## src/rtl/unidade_controle_pkg.sv

```systemverilog
// Shared definitions for the ALU control unit: opcodes, FSM states and instruction field layout.
// Pure declarations, no logic.
package unidade_controle_pkg;

  localparam int INSTR_W = 12;
  localparam int FIELD_W = 4;
  localparam int OP_MSB  = 11;
  localparam int A_MSB   = 7;
  localparam int B_MSB   = 3;

  localparam logic [3:0] OP_ADD = 4'b0001;
  localparam logic [3:0] OP_SUB = 4'b0010;
  localparam logic [3:0] OP_MUL = 4'b0011;
  localparam logic [3:0] OP_AND = 4'b0100;
  localparam logic [3:0] OP_OR  = 4'b0101;
  localparam logic [3:0] OP_XOR = 4'b0110;
  localparam logic [3:0] OP_DIV = 4'b0111;

  typedef enum logic [1:0] {
    IDLE = 2'd0,
    EXEC = 2'd1,
    CAPT = 2'd2,
    DONE = 2'd3
  } state_t;

endpackage

```

## src/rtl/unidade_controle_op_decod.sv

```systemverilog
// Opcode legality check: ADD through DIV are legal, everything else is rejected.
// Purely combinational, zero latency, no flow control.
module op_decod
  import unidade_controle_pkg::*;
(
  input  logic [3:0] op,
  output logic       legal
);

  assign legal = (op >= OP_ADD) && (op <= OP_DIV);

endmodule

```

## src/rtl/unidade_controle.sv

```systemverilog
// Sequences one instruction at a time to an external registered ALU and holds its result for a consumer.
// Result valid 3 cycles after accept (1 for illegal ops); res_ready low holds DONE and blocks new instructions.
module unidade_controle
  import unidade_controle_pkg::*;
#(
  parameter int OP_W  = 4,
  parameter int RES_W = 9
) (
  input  logic               clk,
  input  logic               rst,
  input  logic               instr_valid,
  input  logic [INSTR_W-1:0] instr,
  output logic               instr_ready,
  output logic [OP_W-1:0]    op_ula,
  output logic [OP_W-1:0]    a_ula,
  output logic [OP_W-1:0]    b_ula,
  input  logic [RES_W-1:0]   out_ula,
  input  logic               sinal,
  output logic               res_valid,
  input  logic               res_ready,
  output logic [RES_W-1:0]   res,
  output logic               res_sinal,
  output logic               res_err,
  output logic               busy,
  output logic [7:0]         n_exec
);

  state_t          state;
  logic [OP_W-1:0] op_in;
  logic [OP_W-1:0] a_in;
  logic [OP_W-1:0] b_in;
  logic            legal;

  assign op_in = instr[OP_MSB -: OP_W];
  assign a_in  = instr[A_MSB -: OP_W];
  assign b_in  = instr[B_MSB -: OP_W];

  op_decod u_op_decod (
    .op    (op_in),
    .legal (legal)
  );

  assign instr_ready = (state == IDLE);
  assign busy        = (state != IDLE);
  assign res_valid   = (state == DONE);

  always_ff @(posedge clk) begin
    if (rst) begin
      state     <= IDLE;
      op_ula    <= '0;
      a_ula     <= '0;
      b_ula     <= '0;
      res       <= '0;
      res_sinal <= 1'b0;
      res_err   <= 1'b0;
      n_exec    <= '0;
    end else begin
      case (state)
        IDLE: begin
          if (instr_valid) begin
            a_ula <= a_in;
            b_ula <= b_in;
            if (legal) begin
              op_ula <= op_in;
              state  <= EXEC;
            end else begin
              // Illegal ops never reach the ALU; the error result is ready immediately.
              op_ula    <= '0;
              res       <= '0;
              res_sinal <= 1'b0;
              res_err   <= 1'b1;
              state     <= DONE;
            end
          end
        end
        EXEC: begin
          state <= CAPT;
        end
        CAPT: begin
          res       <= out_ula;
          res_sinal <= sinal;
          res_err   <= 1'b0;
          op_ula    <= '0;
          a_ula     <= '0;
          b_ula     <= '0;
          state     <= DONE;
        end
        DONE: begin
          if (res_ready) begin
            // Operands of an illegal op are still latched here; clear them so IDLE drives zeros.
            n_exec <= n_exec + 8'd1;
            op_ula <= '0;
            a_ula  <= '0;
            b_ula  <= '0;
            state  <= IDLE;
          end
        end
        default: state <= IDLE;
      endcase
    end
  end

endmodule
```

## config.mk

```make
export PLATFORM = sky130hd
export DESIGN_NAME = unidade_controle
export DESIGN_NICKNAME = d
export VERILOG_FILES = /design/src/rtl/unidade_controle_pkg.sv /design/src/rtl/unidade_controle_op_decod.sv /design/src/rtl/unidade_controle.sv
export SDC_FILE = /design/constraint.sdc
export NUM_CORES = 1
export LEC_CHECK = 0
export CAP_MARGIN = 20
export CORE_AREA = 3 3 57 86
export CTS_CLUSTER_SIZE = 40
export DETAILED_ROUTE_END_ITERATION = 6
export DIE_AREA = 0 0 60 89
export HOLD_SLACK_MARGIN = 0.06
export PLACE_DENSITY = 0.74
export RECOVER_POWER = 100
export SLEW_MARGIN = 0
export SYNTH_ARGS = -nofsm -noshare
export SYNTH_HDL_FRONTEND = slang
export SYNTH_SLANG_ARGS = --single-unit
```

## constraint.sdc

```tcl
create_clock -name clk -period 1.5 [get_ports clk]
set_input_delay 0.3 -clock clk [delete_from_list [all_inputs] [get_ports clk]]
set_output_delay 0.3 -clock clk [all_outputs]
set_load 0.05 [all_outputs]
```

Word-level counts from Yosys, hierarchy flattened:

Cells that the tools add are included.

* memories kept: 0
* register bits: 33
* latch bits: 0
* ROM bits: 0
* bits of input ports: 26
* logic and storage cells: 47
* RAM bits: 0
* output and inout bits: 34

* $mul: 0
* reduce and logical (&&, ||, !) cells: 9
* add/subtract/negate cells: 1
* order comparisons: 2
* muxes and demuxes: 21
* div/mod/pow operators: 0
* bitwise gates (word level): 0
* shifts and indexed selects: 0
* eq/ne operators: 6

Operators by type and width (count)
* case mux 4 bit (3 select lines): 3
* 2-to-1 mux 4 bit: 5
* 2-to-1 mux 9 bit: 2
* case mux 9 bit (2 select lines): 1
* adder 8 x 1 -> 8 bit (second input constant): 1
* case mux 2 bit (4 select lines): 1
* 2-to-1 mux 2 bit: 3
* AND reduction 3 bit: 2
* equality test 2 bit (second input constant): 2
* >= comparator 4 x 1 -> 1 bit (second input constant): 1
* <= comparator 4 x 3 -> 1 bit (second input constant): 1
* 2-to-1 mux 1 bit: 4
* inequality test 2 bit (second input constant): 2
* case mux 1 bit (2 select lines): 2
* AND reduction 2 bit: 2
* nonzero test 2 bit: 2
* nonzero test 3 bit: 1
* equality test 2 x 1 -> 1 bit (second input constant): 1
* zero test 2 bit: 1
* inequality test 2 x 1 -> 1 bit (second input constant): 1
* logical AND 1 bit: 1

Longest topological paths before layout:

Gate-level depths: netlist of run 1.

* depth in word-level cells: 5
* depth in mapped cells: 6
* mapped depth without buffers: 5

Modules after synthesis:

From an unflattened synthesis of run 1, not the netlist that was laid out.

* cell total of the unflattened synthesis: 191
* area total of the unflattened synthesis: 1632.8 um2

Modules (own cells, without submodules)
* unidade_controle: sequential area each 660.6 um2, cells an instance 189, times used 1, area an instance 1624.1 um2
* op_decod: sequential area each 0.0 um2, cells an instance 2, times used 1, area an instance 8.8 um2

Worst setup path after synthesis of run 1:

No wires, ideal clock.

* path kind: register to register
* start: register state[0]
* end: register n_exec[7]
* data required time: 1430 ps
* stages on the path, launching flop included: 6
* setup slack: -402 ps
* setup time: 70 ps
* arrival: 1832 ps
* period minus slack after synthesis: 1902 ps
* path buffers: 1
* cells stage by stage: dfxtp_1 -> ha_1 -> buf_4 -> nand3_2 -> or4_1 -> a21oi_1

* word-level cells in the longest chain between the ends: 2

RTL lines
* start: declaration: line unidade_controle.sv:28 `state_t state;`
* start signal: assignment: line unidade_controle.sv:49 `state <= IDLE;`
* start signal: assignment: line unidade_controle.sv:65 `state <= EXEC;`
* start signal: assignment: line unidade_controle.sv:72 `state <= DONE;`
* equality test 2 bit
* net res_valid: line unidade_controle.sv:19 `output logic res_valid,`
* AND reduction 2 bit (no line)
* end signal: assignment: line unidade_controle.sv:91 `n_exec <= n_exec + 8'd1;`
* end: declaration: line unidade_controle.sv:25 `output logic [7:0] n_exec`

The timed path passes the listed nets, and every way through them passes these cells.
A chain may end at the register's enable or synchronous reset.

Worst setup path after layout of run 1:

* start: register state[1]
* end: register res_err

* word-level cells in the longest chain between the ends: 3
* elaborated cells on any way between the ends: 7
* those cells by class: eq/ne (3); mux (1); reduce/logical (3)

RTL lines
* zero test 2 bit or equality test 2 bit (tied branches): line unidade_controle.sv:58 `case (state)`
* inequality test 2 bit (no line) or nonzero test 2 bit (tied branches)
* AND reduction 3 bit (no line)
* end signal: assignment: line unidade_controle.sv:55 `res_err <= 1'b0;`
* end signal: assignment: line unidade_controle.sv:71 `res_err <= 1'b1;`
* end signal: assignment: line unidade_controle.sv:82 `res_err <= 1'b0;`
* end: declaration: line unidade_controle.sv:23 `output logic res_err,`

Several ways; a longest one is shown, not always the timed one.

==> summary by stage, run 1 <==
Status
The flow ran to the end, but the final reports show violations. The final reports fail on setup timing.

Clocking
Clock-pin slew was measured on the worst setup and hold paths at 70 ps. For the worst-skew pair, the clock arrives at the later sink with an insertion delay of 290 ps. Counting along the longest clock path gives a buffer depth of 2. TritonCTS built the clock tree.

In this run the number of H-tree levels came out at 2. The count of clock tree sinks is 33. The root cell of the clock tree is sky130_fd_sc_hd__clkbuf_8.

Buffers inserted during clock tree synthesis total 5. The number of hold buffers added after cts is 0.

Setup path
Of all nets on the critical path, the largest fanout is 4. The critical path in this run is classified as flip-flop to flip-flop. STA classifies the critical path endpoint as a flip-flop. The worst reg2reg path startpoint is state[1]$_SDFFE_PP0P_.

The worst setup path is launched from a flip-flop. The delay of the slowest critical-path stage is 390 ps. For the worst setup path, the data arrival time is 1730 ps. Tracing the worst setup path back leads to its startpoint at state[1]$_SDFFE_PP0P_. Traced cell by cell, the critical path runs through inv_4, ha_4, buf_6, mux2i_4, a21oi_4, mux2_2. For this design, the slowest cell found on the critical path is sky130_fd_sc_hd__dfxtp_4. The data required time of the worst path is 1680 ps.

Power and ir drop
Of the total power, combinational logic draws 60.8%. The internal portion of total power is 2.92 mW. Across the VDD grid, the largest voltage drop is 1.61 mV. For this design the ratio of total power to cell area is 1730 nW/µm². Of the total power, the share spent switching nets is 42.2%. The analysis attributes to net switching a power of 2.13 mW. The analysis attributes to cell leakage a power of 1.32 nW.

The share of total power dissipated in the clock network is 15.2%. Of the total power, registers draw 23.9%.

Cells and area
The final layout contains 290 nets. The area taken by flip-flops and latches is 673 µm². In the final layout, the multi-input gates occupy 986 µm². The layout has 314 filler cells. The count of antenna diodes in the layout is 0. The finished cells cover 2910 µm². The library cells used most frequently in the layout, excluding fill and tap cells, are sky130_fd_sc_hd__dfxtp_1 (27), sky130_fd_sc_hd__clkdlybuf4s50_1 (24), sky130_fd_sc_hd__buf_12 (22). The commonest non-fill, non-tap cell in the layout is sky130_fd_sc_hd__dfxtp_1. The area growth from synthesis to layout is 74.2%. The share of final-layout standard cells stronger than drive strength 1 is 30.0%.

Route
The number of iterations in the first detailed-routing pass is 4. In the routed layout, each cell is associated on average with a via count of 5.51. The starting DRC count in detailed routing is 46. The via total after detailed routing is 1687. Summed over all layers, the routed wires come to 5050 µm. The average routed wire per standard cell is 16.5 µm. The remaining routing DRC violations is 0. The detail route stage leaves a number of antenna-violating nets equal to 0.

Timing
Setup violations remaining at the end of the flow were counted as 7. The number of failing hold endpoints at the final stage is 0. The smallest setup slack after layout is -50.3 ps.

The worst clock skew is 10.5 ps. The headroom to the max-slew limit is 64.3%. Setup repair after global routing could not meet its margin everywhere. The number of pins with negative max-slew slack in the final report is 0. The final period utilization is 103%.

Setup total negative slack on the finished layout was measured at -117 ps. The pin slew with the least headroom to its limit is 535 ps. The smallest clock period supported by the final layout is computed as 1550 ps. Based on the critical path, the design can be clocked at up to 0.645 GHz.

Floorplanning
The die covers 5340 µm². 60 I/O pins were placed. The floorplan has 29 rows. The floorplan step defined a core boundary enclosing 4210 µm². The width of the chip is 60 µm. The initial core utilization is 39.7%. The overall die height is 89 µm.

Yosys
The cell area after synthesis is 1670 µm². The number of instances in the synthesized netlist is 184. Of the post-synthesis cell area, the dominant cell type holds 39.5%. The XOR/XNOR share of the synthesized area is 1.05%. The average instance area after synthesis is 9.08 µm². Of the total synthesized cell area, the portion taken by full adders, half adders and majority gates is 3.74%. The number of library cell types mapped by synthesis is 32. The largest family of logic cells by synthesized area is simple AND/OR/NAND/NOR gates. The number of warnings issued by yosys is 0. Of the post-synthesis cell area, the part taken by muxes is 7.93%.

The share of the synthesized area in compound gates (AO/OA/AOI/OAI) is 14.4%. The flip-flop and latch count after synthesis is 33. The synthesized netlist devotes 27.5% of its cell area to simple gates. The number of flops mapped to enable cells by yosys is 0. By area the synthesized netlist is led by sky130_fd_sc_hd__dfxtp_1 (40%), sky130_fd_sc_hd__mux2i_1 (6.6%), sky130_fd_sc_hd__o31ai_1 (5.8%). The share of flip-flops with an asynchronous set or reset is 0%. The top cell type by total area after synthesis is sky130_fd_sc_hd__dfxtp_1.

The most used flip-flop cell after synthesis is sky130_fd_sc_hd__dfxtp_1. The number of nets in the synthesized netlist is 215. Of the synthesized area, sequential elements account for 39.5%.

Place
The worst setup slack after placement is -331 ps. The HPWL reported at the end of detailed placement is 3440 µm. The port buffer count is 59. Once placement finished, the instance area stood at 2820 µm². At the end of routability-driven placement, the weighted congestion stood at 0.791.

GRT
The routing usage on met2 is 34.7%. The busiest metal layer after global routing is met2. The total overflow left after global routing is 0.

The via count of the first global-routing pass is 1757. The met3 capacity usage during global routing is 6.07%. The wire length of the first global-routing pass is 7820 µm. The all-layer global routing usage is 19.4%.

Entering global routing, the biggest net connects 30 pins. Global routing used 20.5% of the available met1 tracks. The number of antenna violations at the first check in global routing is 0.

Hold path
The worst hold path belongs to the class input port to flip-flop. The launch instance of the worst min-delay path is res_ready.

Flow run
Max-cap violations in this run came to 0.
per-stage QoR:
stage	hold slack, ps	utilization (%)	power, mW	std cells
final	422	69.2	5.04	306
after global routing	440	69.2	5.28	306
after CTS	484	70.1	5.02	302
after detailed placement	473	67.1	4.15	293
after global placement	464	67.1	4.13	293
after floorplan	453	-	2.80	184
power by group through the flow:
stage / Clock [mW] / Combinational (mW) / Sequential (mW)
floorplan: 0 / 1.21 / 1.59
global placement: 0 / 2.89 / 1.23
detailed placement: 0 / 2.91 / 1.23
CTS: 0.775 / 3.01 / 1.24
global route: 0.815 / 3.24 / 1.22
finish: 0.769 / 3.07 / 1.21
final timing paths:
path | slack, ps | end | cells past startpoint
setup / recovery | -50 | res_err$_SDFFE_PP0P_ | 6
hold / removal | 420 | n_exec[1]$_SDFFE_PP0P_ | 3
setup reg to reg | -50 | res_err$_SDFFE_PP0P_ | 6
hold reg to reg | 470 | b_ula[1]$_SDFFE_PP0P_ | 2
registers in the layout, indices dropped and copies added (netlist names):
signal	cells
a_ula	4
res	9
op_ula	4
b_ula	4
state	2
res_err	1
n_exec	8
res_sinal	1
per-layer routing:
| layer | vias up | wire [µm] |
|---|---|---|
| li1 | 820 | - |
| met1 | 798 | 1840 |
| met2 | 60 | 2790 |
| met3 | 9 | 293 |
| met4 | 0 | 124 |
| met5 | - | 0 |
worst max-delay path, delay by kind of cell (launching register included):
| kind | cells | cell delay (ps) |
|---|---|---|
| buffers and inverters | 2 | 170 |
| adder cells (fa/ha/maj) | 1 | 170 |
| flip-flops | 1 | 390 |
| AO/OA/AOI/OAI | 1 | 170 |
| multiplexers | 2 | 530 |
Yosys cell counts, types with 3 or more instances:
| master | n |
|---|---|
| sky130_fd_sc_hd__inv_1 | 6 |
| sky130_fd_sc_hd__nand4_1 | 13 |
| sky130_fd_sc_hd__nor2_1 | 6 |
| sky130_fd_sc_hd__ha_1 | 5 |
| sky130_fd_sc_hd__nor3b_1 | 8 |
| sky130_fd_sc_hd__a21oi_1 | 18 |
| sky130_fd_sc_hd__nand2_1 | 4 |
| sky130_fd_sc_hd__o31ai_1 | 13 |
| sky130_fd_sc_hd__dfxtp_1 | 33 |
| sky130_fd_sc_hd__nand3b_1 | 10 |
| sky130_fd_sc_hd__nor2b_1 | 4 |
| sky130_fd_sc_hd__nand3_1 | 3 |
| sky130_fd_sc_hd__buf_2 | 4 |
| sky130_fd_sc_hd__nor4b_1 | 3 |
| sky130_fd_sc_hd__clkbuf_1 | 10 |
| sky130_fd_sc_hd__mux2i_1 | 11 |
| sky130_fd_sc_hd__nand2b_1 | 12 |
cell type report:
cell class / count / area share [%]
clock buffer: 7 / 3.31
clock inverter: 1 / 0.172
inverter: 6 / 1.03
multi-input combinational: 129 / 33.9
sequential: 33 / 23.1
tap: 46 / 1.98
timing repair buffer: 84 / 36.5
logic make-up after synthesis:
logic type | count (synthesis)
and+or+nand+nor | 72
AOI/OAI and AO/OA | 37
DFF | 33
buffers and inverters | 22
muxes | 13
adders and majority gates | 5
xor gates and xnor gates | 2
repair_timing:
item | in CTS | in global routing
pin swaps | 3 | 7
cloned | 0 | 1
setup buffers | 1 | 3
endpoints found under the setup margin | 17 | 18
gates resized for setup | 10 | 12
No activity file was read; power rests on OpenSTA's default activity.
==> run 2: changes to the inputs <==
--- a/config.mk
+++ b/config.mk
@@ -11,7 +11,7 @@
 export DETAILED_ROUTE_END_ITERATION = 6
 export DIE_AREA = 0 0 60 89
 export HOLD_SLACK_MARGIN = 0.06
-export PLACE_DENSITY = 0.74
+export PLACE_DENSITY = 0.73
 export RECOVER_POWER = 100
 export SLEW_MARGIN = 0
 export SYNTH_ARGS = -nofsm -noshare
==> run 2 against run 1 <==
Net effect: the run still ends with setup timing left; largest cell class unchanged; design area rose by 7.0%; non-clock buffer count shrank 1; worst setup slack better by 43 ps; fmax grew 2.8%; die area unchanged; utilization grew 4.9 points; power increased by 7.9%.
==> summary by stage, run 2 (synthesis results as in run 1) <==
Status
The final reports fail on setup timing. The run finished, with violations left.

Clocking
TritonCTS built the clock tree. The clock slew seen by the registers of the worst setup and hold paths is 70 ps. In this run, CTS created clock tree buffers numbering 5. After clock tree synthesis, the flow added hold-fix buffers numbering 0. The root cell of the clock tree is sky130_fd_sc_hd__clkbuf_8.

The count of clock tree sinks is 33. At the later pin of the worst-skew pair, clock insertion delay measures 280 ps. The H-tree depth is 2.

Counting along the longest clock path gives a buffer depth of 2.

Cells and area
The area growth from synthesis to layout is 86.5%. The largest registers in the layout are res: 9 flops, n_exec: 8 flops. Counting the fill cells in the layout gives 265. The count of antenna diodes in the layout is 0. The utilization after layout is 74.0%.

The commonest non-fill, non-tap cell in the layout is sky130_fd_sc_hd__buf_12. The number of flip-flops in the largest register is 9. The net total in the final layout is 289. The share of final-layout standard cells stronger than drive strength 1 is 39.8%. In the layout the commonest cells are sky130_fd_sc_hd__buf_12 (37), sky130_fd_sc_hd__dfxtp_1 (27), sky130_fd_sc_hd__clkdlybuf4s50_1 (21). The post-route non-filler standard cell count is 305. More flip-flops sit in one register than any other, and that register is res.

Route
The starting DRC count in detailed routing is 42. The wire length the detailed router placed on met1 is 1830 µm. In this run the remaining antenna-violating nets after routing total 0. The number of iterations in the first detailed-routing pass is 4. In the detailed route, the total length drawn on met2 is 2700 µm. The post-detailed-route via-to-cell ratio is 5.50. The via total after detailed routing is 1678. The topmost layer with routed signal wires is met4. After detailed routing, the average wire length per cell comes to 16.2 µm. The final routed wirelength across all metal layers is 4930 µm. Wire segments on met3 add up to 227 µm in the final route. In the routed design, unresolved DRC markers number 0.

Power and ir drop
The analysis attributes to cell leakage a power of 1.20 nW. The maximum vdd drop is 1.44 mV. The power per standard cell area is 1750 nW/µm². The overall power consumption is 5.44 mW.

Setup path
The setup slack of the most critical reg-to-reg path is 30 ps. The arrival time at the worst endpoint is 1210 ps. The type of origin of the critical path is a flip-flop.

The top fanout value on the critical path is 7. The data required time of the worst path is 1200 ps. The kind of critical path is flip-flop to output pin.

The type of destination of the critical path is an output pin.

Timing
Subtracting the final worst setup slack from the clock period gives 1510 ps. The highest clock frequency the design can meet is 0.663 GHz. The final critical path takes up 101% of the cycle.

The number of failing hold endpoints at the final stage is 0. The headroom to the max-slew limit is 75.0%. The worst clock skew is 5.07 ps. Setup repair after global routing could not meet its margin everywhere. After layout, the worst setup slack is -7.65 ps.

The pin slew with the least headroom to its limit is 374 ps. The number of pins with negative max-slew slack in the final report is 0. The total of endpoints with negative setup slack in the final report is 1.

Floorplanning
The total I/O pin count is 60. The die is 60 µm wide. Measured along the y axis, the die boundary spans 89 µm.

In this run the core area contains 29 standard-cell rows. For this configuration, the core starts out at a cell density of 39.7%. The region available for standard cell placement spans 4210 µm². The floorplan die area is 5340 µm².

GRT
The number of antenna violations at the first check in global routing is 0. The overflow left after global routing is 0. Entering global routing, the biggest net connects 31 pins. The wire length of the first global-routing pass is 7680 µm. In the global route stage, overall resource usage came out at 19.0%.

The via count of the first global-routing pass is 1653.

Flow run
Across the run, the number of max-cap violations was 0.

Place
Detailed placement finished with a half-perimeter wire length of 3310 µm. During placement, the flow inserted port buffers numbering 59. The number of placed instances, taps included, is 293. The weighted congestion at the end of routability-driven global placement is 0.883.

Hold path
The worst hold path belongs to the class flip-flop to flip-flop.
-- run 2: worst max-delay path, stage by stage (launching register included) --
cell and delay [ps]:
sky130_fd_sc_hd__dfxtp_2 340, sky130_fd_sc_hd__buf_6 110, sky130_fd_sc_hd__ha_4 190, sky130_fd_sc_hd__buf_6 150, sky130_fd_sc_hd__buf_12 140
-- run 2: layer usage --
layer	up-vias	global-route usage, %
met5	-	0
met4	0	8.47
met3	17	5.64
met2	58	32.6
met1	788	21.3
li1	815	-
-- run 2: what timing repair did --
item / 4_1_cts / 5_1_grt
cloned: 1 / 0
resized for setup: 17 / 23
endpoints found under the hold margin: 0 / 0
pin swaps: 3 / 9
buffers inserted: 2 / 2
setup endpoints to repair: 25 / 25
-- run 2: metrics by stage --
stage               worst slack (ps)  TNS, ps  area (µm²)  hold WS, ps
floorplan                      -15.8    -15.8        1720          453
global placement                -317    -7980        2800          461
detailed placement              -368    -8840        2800          458
CTS                            -2.75    -2.75        2990          472
global route                   -45.5     -289        3120          486
finish                         -7.65    -7.65        3120          470
-- run 2: final timing paths --
check / start / endpoint / cells past startpoint
max: state[1]$_SDFFE_PP0P_ / res_valid / 4
min: op_ula[3]$_SDFFE_PP0P_ / op_ula[3]$_SDFFE_PP0P_ / 2
max reg2reg: state[0]$_SDFFE_PP0P_ / b_ula[2]$_SDFFE_PP0P_ / 6
min reg2reg: op_ula[3]$_SDFFE_PP0P_ / op_ula[3]$_SDFFE_PP0P_ / 2
-- run 2: power by group --
| part | internal, mW | switching, mW |
|---|---|---|
| Combinational | 1.68 | 1.69 |
| Sequential | 1.04 | 0.167 |
| Clock | 0.542 | 0.322 |
| Total | 3.26 | 2.18 |
-- run 2: area by class of cell --
cell class                 instances  area, µm²  area share (%)
clock buffer                       7       86.3            2.77
sequential                        33        668            21.4
timing repair buffer              83       1180            37.8
inverter                           6       22.5           0.723
tap                               46       57.6            1.85
multi-input combinational        129       1070            34.5
clock inverter                     1       30.0           0.963
==> run 3: changes to the inputs <==
--- a/config.mk
+++ b/config.mk
@@ -6,10 +6,10 @@
 export NUM_CORES = 1
 export LEC_CHECK = 0
 export CAP_MARGIN = 20
-export CORE_AREA = 3 3 57 86
+export CORE_AREA = 4 4 58 87
 export CTS_CLUSTER_SIZE = 40
 export DETAILED_ROUTE_END_ITERATION = 6
-export DIE_AREA = 0 0 60 89
+export DIE_AREA = 0 0 62 91
 export HOLD_SLACK_MARGIN = 0.06
 export PLACE_DENSITY = 0.73
 export RECOVER_POWER = 100
==> run 3 against run 2 <==
Net effect: the run still ends with setup timing left; first-iteration DRC count shrank 4.8%; clock power fell by 26%; clock-buffer cell count rose by 1; highest routed layer unchanged.
==> summary by stage, run 3 (synthesis results as in run 1) <==
Route
The detail route stage leaves a number of antenna-violating nets equal to 0. Summed over all layers, the routed wires come to 4930 µm. The number of iterations in the first detailed-routing pass is 4. The average routed wire per standard cell is 16.3 µm.

The post-detailed-route via-to-cell ratio is 5.52. The starting DRC count in detailed routing is 40. The via total after detailed routing is 1674. After detailed routing, the number of remaining DRC violations is 0.

Place
Input and output buffers added on the ports amount to 59. The congestion estimate from routability-driven global placement came to 0.814. The HPWL reported at the end of detailed placement is 3480 µm. The worst setup slack after placement is -359 ps.

Cells and area
Leaving out fill and tap cells, the most frequent cells in the layout are sky130_fd_sc_hd__dfxtp_1 (31), sky130_fd_sc_hd__clkdlybuf4s50_1 (24), sky130_fd_sc_hd__dlymetal6s2s_1 (19). The commonest non-fill, non-tap cell in the layout is sky130_fd_sc_hd__dfxtp_1. The number of flip-flops in the largest register is 9. The count of antenna diodes in the layout is 0. The most flop-heavy register is res. In the final layout, the registers with the most flip-flops are res: 9 flops, n_exec: 8 flops.

In the final layout, the share of cells above drive strength 1 is 28.4%. Compared with the post-synthesis result, the final layout area differs by 67.0%. After the last flow step, the layout net total stands at 287. After filler insertion, the fill cell instance count of the layout stands at 341.

Setup path
The slowest stage of the critical path is the sky130_fd_sc_hd__or3_4 cell. Data arrives at the worst endpoint at 1740 ps. The signal on the critical path passes through clkdlybuf4s50_1, or3_4, a21oi_4, buf_6, mux2i_1. The type of destination of the critical path is a flip-flop.

The critical path contains buffers and inverters numbering 2 combined. The critical path's top delay family is buffers and inverters. The worst setup path is of the input port to flip-flop kind. In this design, the stage delay of the slowest critical-path cell is 430 ps. The top fanout value on the critical path is 6. The data required time of the worst path is 1700 ps. The type of origin of the critical path is an input port.

Timing
Adding up every negative setup slack in the final design gives -94.9 ps. After layout, the worst path uses 102% of the clock period. Setup repair after global routing could not meet its margin everywhere.

At the pin with the least slew margin, the transition time is 519 ps. The smallest setup slack after layout is -36.2 ps. The worst hold slack across all endpoints is 441 ps. The number of pins with negative max-slew slack in the final report was 0.

Headroom to the max-slew limit came out at 65.3%. The number of failing hold endpoints at the final stage is 0. Derived from the worst setup path, the maximum achievable clock frequency is 0.651 GHz. Setup violations remaining at the end of the flow were counted as 6. For the final database, setup skew stands at 4.78 ps.

The shortest clock period the worst path allows after layout is 1540 ps.

GRT
The via count of the first global-routing pass is 1732. For this run, global-route usage on met3 was measured as 4.82%. Global routing consumed, over all layers together, 18.1% of the routing resources. The routing usage on met2 is 30.7%. The wire length of the first global-routing pass is 7860 µm. The number of antenna violations at the first check in global routing is 0.

For this run, global-route usage on met1 was measured as 21.1%. The maximum number of pins on one net before global-route repair is 33. The busiest metal layer after global routing is met2. The overflow left after global routing is 0.

Clocking
The CTS tree is built. The number of hold buffers added after cts is 0. In this run the clock root is driven by a sky130_fd_sc_hd__clkbuf_8. The clock latency of the later-clocked register in the worst-skew pair is 280 ps.

After clock tree synthesis, the clock-pin slew on the worst setup and hold paths is 70 ps. The clock tree synthesis step divided the H-tree into 2 levels. TritonCTS created 5 clock buffers. The buffer levels on the longest clock path is 2. The tree built by TritonCTS fans out to 33 sinks.

Floorplanning
The floorplan step defined a die boundary enclosing 5640 µm². From left edge to right edge, the die measures 62 µm. In this run the count of I/O pins placed on the die edge is 60. The core area is 4250 µm². For this configuration, the core starts out at a cell density of 39.4%. Row generation in the floorplan step produced 29 rows. The die is 91 µm tall.

Status
The checks that failed: setup timing. The flow ran to the end, but the final reports show violations.

Flow run
Across the run, the number of max-cap violations was 0.

Power and ir drop
The static leakage power is 1.36 nW. IR analysis of the VDD net gives a maximum drop of 1.34 mV. Dividing total power by cell area gives a power density of 1680 nW/µm².

Hold path
The worst min-delay path category is flip-flop to flip-flop.
run 3: cell count changes in the layout (fill, tap and decap cells not counted), moves of 3 or more:
| cell | delta |
|---|---|
| sky130_fd_sc_hd__clkdlybuf4s50_1 | +3 |
| sky130_fd_sc_hd__dfxtp_2 | -4 |
| sky130_fd_sc_hd__dfxtp_1 | +4 |
| sky130_fd_sc_hd__clkbuf_2 | +8 |
| sky130_fd_sc_hd__buf_4 | -5 |
| sky130_fd_sc_hd__buf_12 | -26 |
| sky130_fd_sc_hd__dlymetal6s2s_1 | +16 |
run 3: power by group:
part	total, mW	internal [mW]	switching (mW)
Combinational	2.93	1.30	1.63
Clock	0.638	0.330	0.309
Sequential	1.14	1.04	0.0955
run 3: per-layer routing:
layer	up-vias	share of wire [%]
met5	-	0
met4	0	1.7
met3	9	4.9
met2	50	56
met1	802	37
li1	813	-
run 3: final timing paths:
| path | slack [ps] | cells past startpoint | startpoint | end |
|---|---|---|---|---|
| worst max-delay path | -40 | 5 | instr[10] | res[7]$_SDFFE_PP0P_ |
| worst min-delay path | 440 | 2 | op_ula[3]$_SDFFE_PP0P_ | op_ula[3]$_SDFFE_PP0P_ |
| worst min register to register | 440 | 2 | op_ula[3]$_SDFFE_PP0P_ | op_ula[3]$_SDFFE_PP0P_ |
| worst max register to register | 0 | 7 | state[0]$_SDFFE_PP0P_ | res[7]$_SDFFE_PP0P_ |
run 3: per-stage QoR:
stage	total power, mW	std cells	utilization [%]	cell area [µm²]
6_report	4.70	303	65.8	2790
5_1_grt	4.95	303	65.8	2790
4_1_cts	4.92	303	69.8	2970
3_5_place_dp	4.13	293	66.5	2820
3_3_place_gp	4.10	293	66.5	2820
2_1_floorplan	2.80	184	-	1720
run 3: layout make-up:
class | count | area [µm²] | share of cell area, %
sequential | 33 | 663 | 23.8
tap | 46 | 57.6 | 2.06
clock buffer | 8 | 80.1 | 2.87
multi-input combinational | 129 | 1050 | 37.7
inverter | 6 | 26.3 | 0.941
timing repair buffer | 81 | 912 | 32.7
run 3: worst reg2reg max path: cells and delay by family (launching register included):
kind / cells / cell delay [ps]
buf+inv: 3 / 360
compound gates: 1 / 220
simple gates: 1 / 140
mux: 1 / 210
flops: 1 / 340
fa+ha+maj: 1 / 160
run 3: repair_timing:
item / 4_1_cts / 5_1_grt
setup buffers: 2 / 0
resized for setup: 15 / 22
setup endpoints to repair: 26 / 28
pin swaps: 1 / 8
